<file path="src/rtl/seq_magnitude_comparator.sv">
// Multi-cycle magnitude comparator: examines operands MSB-first in CHUNK-bit slices,
// stops at the first differing slice and reports registered aeqb/agtb/altb flags.
module seq_magnitude_comparator #(
  parameter int unsigned WIDTH = 8,
  parameter int unsigned CHUNK = 2
) (
  input  logic             clk,
  input  logic             rst_n,
  input  logic             start_i,
  input  logic             signed_mode_i,
  input  logic [WIDTH-1:0] a_i,
  input  logic [WIDTH-1:0] b_i,
  output logic             busy_o,
  output logic             done_o,
  output logic             aeqb_o,
  output logic             agtb_o,
  output logic             altb_o
);

  localparam int unsigned NCHUNK = WIDTH / CHUNK;
  localparam int unsigned IdxW   = (NCHUNK > 1) ? $clog2(NCHUNK) : 1;
  localparam logic [IdxW-1:0] LastIdx = IdxW'(NCHUNK - 1);

  typedef enum logic [0:0] {StIdle, StCompare} state_e;

  state_e           state_q, state_d;
  logic [IdxW-1:0]  idx_q, idx_d;
  logic [WIDTH-1:0] a_q, a_d;
  logic [WIDTH-1:0] b_q, b_d;
  logic             done_q, done_d;
  logic             aeqb_q, aeqb_d;
  logic             agtb_q, agtb_d;
  logic             altb_q, altb_d;

  logic [WIDTH-1:0] a_shift, b_shift;
  logic [CHUNK-1:0] a_slice, b_slice;

  // Shift the current slice up to the MSB end so a constant part-select picks it out.
  always_comb begin
    a_shift = a_q << (32'(idx_q) * CHUNK);
    b_shift = b_q << (32'(idx_q) * CHUNK);
    a_slice = a_shift[WIDTH-1 -: CHUNK];
    b_slice = b_shift[WIDTH-1 -: CHUNK];
  end

  always_comb begin
    state_d = state_q;
    idx_d   = idx_q;
    a_d     = a_q;
    b_d     = b_q;
    done_d  = 1'b0;
    aeqb_d  = aeqb_q;
    agtb_d  = agtb_q;
    altb_d  = altb_q;

    unique case (state_q)
      StIdle: begin
        if (start_i) begin
          // Flipping the sign bit maps two's-complement order onto unsigned order.
          a_d            = a_i;
          b_d            = b_i;
          a_d[WIDTH-1]   = a_i[WIDTH-1] ^ signed_mode_i;
          b_d[WIDTH-1]   = b_i[WIDTH-1] ^ signed_mode_i;
          idx_d          = '0;
          state_d        = StCompare;
        end
      end
      StCompare: begin
        if (a_slice != b_slice) begin
          aeqb_d  = 1'b0;
          agtb_d  = (a_slice > b_slice);
          altb_d  = (a_slice < b_slice);
          done_d  = 1'b1;
          state_d = StIdle;
        end else if (idx_q == LastIdx) begin
          aeqb_d  = 1'b1;
          agtb_d  = 1'b0;
          altb_d  = 1'b0;
          done_d  = 1'b1;
          state_d = StIdle;
        end else begin
          idx_d = idx_q + 1'b1;
        end
      end
      default: state_d = StIdle;
    endcase
  end

  always_ff @(posedge clk or negedge rst_n) begin
    if (!rst_n) begin
      state_q <= StIdle;
      idx_q   <= '0;
      a_q     <= '0;
      b_q     <= '0;
      done_q  <= 1'b0;
      aeqb_q  <= 1'b0;
      agtb_q  <= 1'b0;
      altb_q  <= 1'b0;
    end else begin
      state_q <= state_d;
      idx_q   <= idx_d;
      a_q     <= a_d;
      b_q     <= b_d;
      done_q  <= done_d;
      aeqb_q  <= aeqb_d;
      agtb_q  <= agtb_d;
      altb_q  <= altb_d;
    end
  end

  assign busy_o = (state_q == StCompare);
  assign done_o = done_q;
  assign aeqb_o = aeqb_q;
  assign agtb_o = agtb_q;
  assign altb_o = altb_q;

endmodule

</file>
<file path="config.mk">
export PLATFORM = sky130hd
export DESIGN_NAME = seq_magnitude_comparator
export DESIGN_NICKNAME = d
export VERILOG_FILES = /design/src/rtl/seq_magnitude_comparator.sv
export SDC_FILE = /design/constraint.sdc
export NUM_CORES = 1
export LEC_CHECK = 0
export CORE_MARGIN = 3
export CORE_UTILIZATION = 60
export DETAILED_ROUTE_END_ITERATION = 6
export DONT_BUFFER_PORTS = 1
export PLACE_DENSITY = 0.76
export REMOVE_ABC_BUFFERS = 1
export SLEW_MARGIN = 0
export SYNTH_ARGS = -nofsm -noshare
export SYNTH_HDL_FRONTEND = slang
export SYNTH_SLANG_ARGS = --single-unit
</file>
<file path="constraint.sdc">
create_clock -name clk -period 5.2 [get_ports clk]
set_input_delay 1.04 -clock clk [delete_from_list [all_inputs] [get_ports clk]]
set_output_delay 1.04 -clock clk [all_outputs]
set_load 0.05 [all_outputs]
</file>
# [Word level (Yosys, flattened, before mapping)]
# Cells that the tools add are included.
[op_classes] n_addsub=1 n_lt_le_gt_ge=2 eq_ne=5 n_shift=2 n_mux=16 n_bitwise=3 n_reduce_logical=4
[op_table] cell="$shl A8 B3 Y8" count=2
[op_table] cell="$mux W1" count=11
[op_table] cell="$mux W2" count=3
[op_table] cell="$ne A2 B2 Y1 const B" count=3
[op_table] cell="$pmux W2 S2" count=1
[op_table] cell="$reduce_and A2 Y1" count=2
[op_table] cell="$reduce_and A3 Y1" count=1
[op_table] cell="$add A2 B1 Y2 const B" count=1
[op_table] cell="$eq A2 B2 Y1 const B" count=1
[op_table] cell="$gt A2 B2 Y1" count=1
[op_table] cell="$lt A2 B2 Y1" count=1
[op_table] cell="$ne A2 B2 Y1" count=1
[op_table] cell="$pmux W1 S2" count=1
[op_table] cell="$reduce_bool A2 Y1" count=1
[op_table] cell="$xor A1 B1 Y1" count=2
[op_table] cell="$not A1 Y1" count=1
[word_totals] register_bits=23 input_bits=20 word_cells=41

# [Depth between registers and ports, before layout]
[depth] depth_word=4 depth_mapped=7 depth_no_buf=6

# [Worst setup path after synthesis]
# Ideal clock, no wire load.
[synth_path] kind="reg2reg" from="reg idx_q[0]" to="reg altb_q (netlist: altb_o)" t_arrival_ns=1.812 t_required_ns=5.078 path_slack_ns=3.267 stages_incl_launch_ff=7 n_path_buf=1 path_cell_list="dfrtp_1 -> buf_2 -> mux4_2 -> ha_1 -> nand2_1 -> o21ai_0 -> a32o_1"
[synth_via] elab_chain_cells=4
[synth_lines] element="start, declared" line_no="27" rtl="logic [IdxW-1:0] idx_q, idx_d;"
[synth_lines] element="start signal, assigned" line_no="101" rtl="idx_q <= idx_d;"
[synth_lines] element="$shl A8 B3 Y8 (on tied branches)" line_no="40, 41"
[synth_lines] element="$ne A2 B2 Y1" line_no="69" rtl="if (a_slice != b_slice) begin"
[synth_lines] element="$reduce_bool A2 Y1 (no source line)"
[synth_lines] element="$reduce_and A2 Y1 (no source line)"
[synth_lines] element="end signal, assigned" line_no="107" rtl="altb_q <= altb_d;"
[synth_lines] element="end, declared" line_no="33" rtl="logic altb_q, altb_d;"
# Parallel ways exist; a longest one is shown, timed or not.
# A chain may end at the register's enable or synchronous reset.

# [Worst setup path in the final report]
[layout_path] from="reg state_q (netlist: busy_o)" to="out busy_o"
[layout_rtl] element="start, declared" line_no="26" rtl="state_e state_q, state_d;"
[layout_rtl] element="start signal, assigned" line_no="91" rtl="state_q <= StIdle;"
[layout_rtl] element="start signal, assigned" line_no="100" rtl="state_q <= state_d;"
[layout_rtl] element="end, declared" line_no="13" rtl="output logic busy_o,"
# No word-level cell between the ends.

==> results.md <==
- Status: complete, no violations
- Synth warn: 0
- Cell count after synthesis: between 70 and 80
- Mapped Avg Cell Area: 14.8 µm²
- Global-route wire length before repair: 2.30 mm
- DRC Markers: 0
- Post-synth EDFFs: 0
- Hold Crit Class: input pin to asynchronous set/reset pin
- Count of cells along the worst register-to-register path: 5
- Area Overhead vs Synth: 1.88%
- Distinct cell type count after synthesis: 21
- Leading area contributor after synthesis: dfrtp_1
- Share of the clock period used by the worst path after layout: 40.6%
- Half-perimeter wire length of the detailed placement result: 1.08 mm
- Fraction of layout instances using a drive strength above 1: 30.1%
- Most repeated cell in the gate-level netlist after synthesis: dfrtp_1
- Number of antenna-violating nets in the routed design: 0
- Die extent in y: 48.1 µm
- Total of max-cap violations: 0
- Final-layout fill cell count: 121
- Horizontal die dimension: 48.1 µm
- CTS tree: yes
- CP arrival: 1.07 ns
- Synth top cells by count: 23 x dfrtp_1, 8 x mux2_2, 6 x inv_1, 6 x mux2_4, 5 x a21oi_1
- Register area: between 500 and 600 µm²
- Overall fraction of global-route tracks in use: 14.9%
- Clock-pin slew of the registers on the worst-case setup and hold paths: ~0.11 ns
- Detailed Route Iter0 Violations: 3
- Post-layout worst setup margin: about 3.1 ns
- Data required time at the worst endpoint: 4.16 ns
- Per-cell routed wire length: roughly 15 µm
- Root Driver: clkbuf_4
- Depth of the critical timing path with buffers and inverters included: 0
- Primary FF master, synth: dfrtp_1
- Setup Slack @ Placement: 2.83 ns
- Via count of the first global-routing pass: 580
- Metal3 WL: 87 µm
- Number of pins with negative max-slew slack in the final report: 0
- Post-CTS setup-driven buffer insertion count: 0
- Final min period: 2.11 ns
- Synthesized cell area: 1060 µm²
- Core Util, Final: 68.0%
- Clock insertion delay at the later pin of the skew report: 0.30 ns
- Type of the setup path with the least slack: flop to output port
- Initial antenna violation count: 0
- Via/cell ratio: 5.55
- Setup repair after global routing missed its margin: no
- Amount of wire on met2 after detailed routing: 724 µm
- Cell Pwr Density: 640 nW/µm²
- Maximum number of pins on one net before global-route repair: 24
- Clock buffer count from CTS: 3
- Number of top-level pins: 25
- Starting Density: approximately 67%
- Multi-input gate area in the final layout: 429 µm²
- Number of sinks handled by clock tree synthesis: 23
- Worst-margin pin slew: 0.940 ns
- Slew HR: 37.0%
- Area share of the leading cell type in the synthesized netlist: 54.1%
- Post-synthesis sequential element count: 23
- CORE AREA: 1590 µm²
- Kind of end point of the critical path: output port
- Maximum operating frequency: around 0.47 GHz
- Standby leakage power: between 0.4 and 0.5 nW
- Post-synthesis sequential area ratio: 54.1%
- Final RePlAce weighted congestion: 0.730
- Count of input and output buffers: 0
- Longest Clk Path Bufs: 2
- Final antenna diode count: 0
- Count of TritonRoute iterations in the first routing pass: 3
- Number of hold violations in the final report: 0
- Maximum ir drop on the vdd rail: 0.271 mV
- Uppermost layer routed: met4
- Final layout net count: 97
- Skew final: 0.00564 ns
- Maximum fanout count along the critical path: 8
- Resize count post-CTS: 0
- Sum of routed wire segments on met1: 582 µm
- Final WL: 1.42 mm
- Post-cts hold buffer count: 0
- Row count: 14
- H-tree levels: 1
- Share of flip-flops with an asynchronous set or reset: 100%
- Total gr overflow: 0
- Startpoint type of the worst setup path: flop
- Routed via count: roughly 540
- Final setup fails: 0
- Area contributors post-synth: dfrtp_1 54%, mux2_2 8.5%, mux2_4 8.5%
- Die area: about 2300 µm²
- Final total negative setup slack: 0 ns
final timing paths:
path                           from     end  slack, ns
max in group asynchronous     rst_n  a_q[7]       4.71
hold / removal                rst_n  b_q[7]       0.41
hold reg to reg              a_q[4]  a_q[4]       0.52
setup reg to reg           idx_q[0]  altb_o       3.10
setup / recovery             busy_o  busy_o       3.09
min in group clk             a_q[4]  a_q[4]       0.52
cell type report:
cell class	count	area share [%]
clock buffers	4	2.42
inverters	6	2.08
flip-flops and latches	23	53.1
multi-input cells	40	39.6
well taps	24	2.77
cells in the final DEF (no fill, tap or decap), drive strengths merged:
cell / synthesis / routed
a32o: 1 / 1
mux4: 4 / 4
nor2: 2 / 2
nand2: 2 / 2
o22ai: 1 / 1
xnor2: 2 / 2
o21ai: 1 / 1
nor2b: 1 / 1
mux2: 14 / 14
ha: 3 / 3
nand2b: 1 / 1
a21oi: 5 / 5
mux2i: 1 / 1
o2bb2ai: 1 / 1
dfrtp: 23 / 23
inv: 6 / 6
clkbuf: 0 / 4
nand4b: 1 / 1
metal layers:
layer | vias up | GRT usage, %
li1 | 255 | -
met4 | 0 | 9.68
met5 | - | 0
met3 | 4 | 2.95
met2 | 17 | 23.7
met1 | 262 | 18.4
cell families (layout without fill, tap and decap cells):
logic type,Yosys count,after routing,share of synthesized area [%]
AO/OA/AOI/OAI,9,9,5.18
multiplexers,19,19,26.4
XOR/XNOR,2,2,1.65
AND/OR/NAND/NOR,7,7,3.65
flip-flops,23,23,54.1
adder cells (fa/ha/maj),3,3,3.53
buffers and inverters,9,10,5.53
power by group:
part | switching (W) | internal [W] | leakage (nW)
logic | 0.000103 | 0.000146 | 0.187
clock network | 0.0000472 | 0.0000299 | 0.0150
registers | 0.000109 | 0.000258 | 0.276
state kept, by name, indices dropped and copies added, names as in the netlist:
register / cells
aeqb_o: 1
busy_o: 1
idx_q: 2
a_q: 8
altb_o: 1
done_o: 1
b_q: 8
agtb_o: 1
worst reg2reg max path: stages (launching register included):
cell,delay (ns)
dfrtp_1,0.56
mux4_2,0.56
ha_1,0.35
nand2_1,0.13
o21ai_0,0.14
a32o_1,0.27
metrics by stage:
stage	area (µm²)	hold slack, ns	std cells	total power, W
after CTS	1080	0.396	97	0.000704
after global routing	1080	0.382	97	0.000746
after detailed placement	1060	0.496	93	0.000625
final	1080	0.413	97	0.000693
after floorplan	1030	0.475	69	0.000573
after global placement	1060	0.485	93	0.000610
No activity file was read; power rests on OpenSTA's default activity.
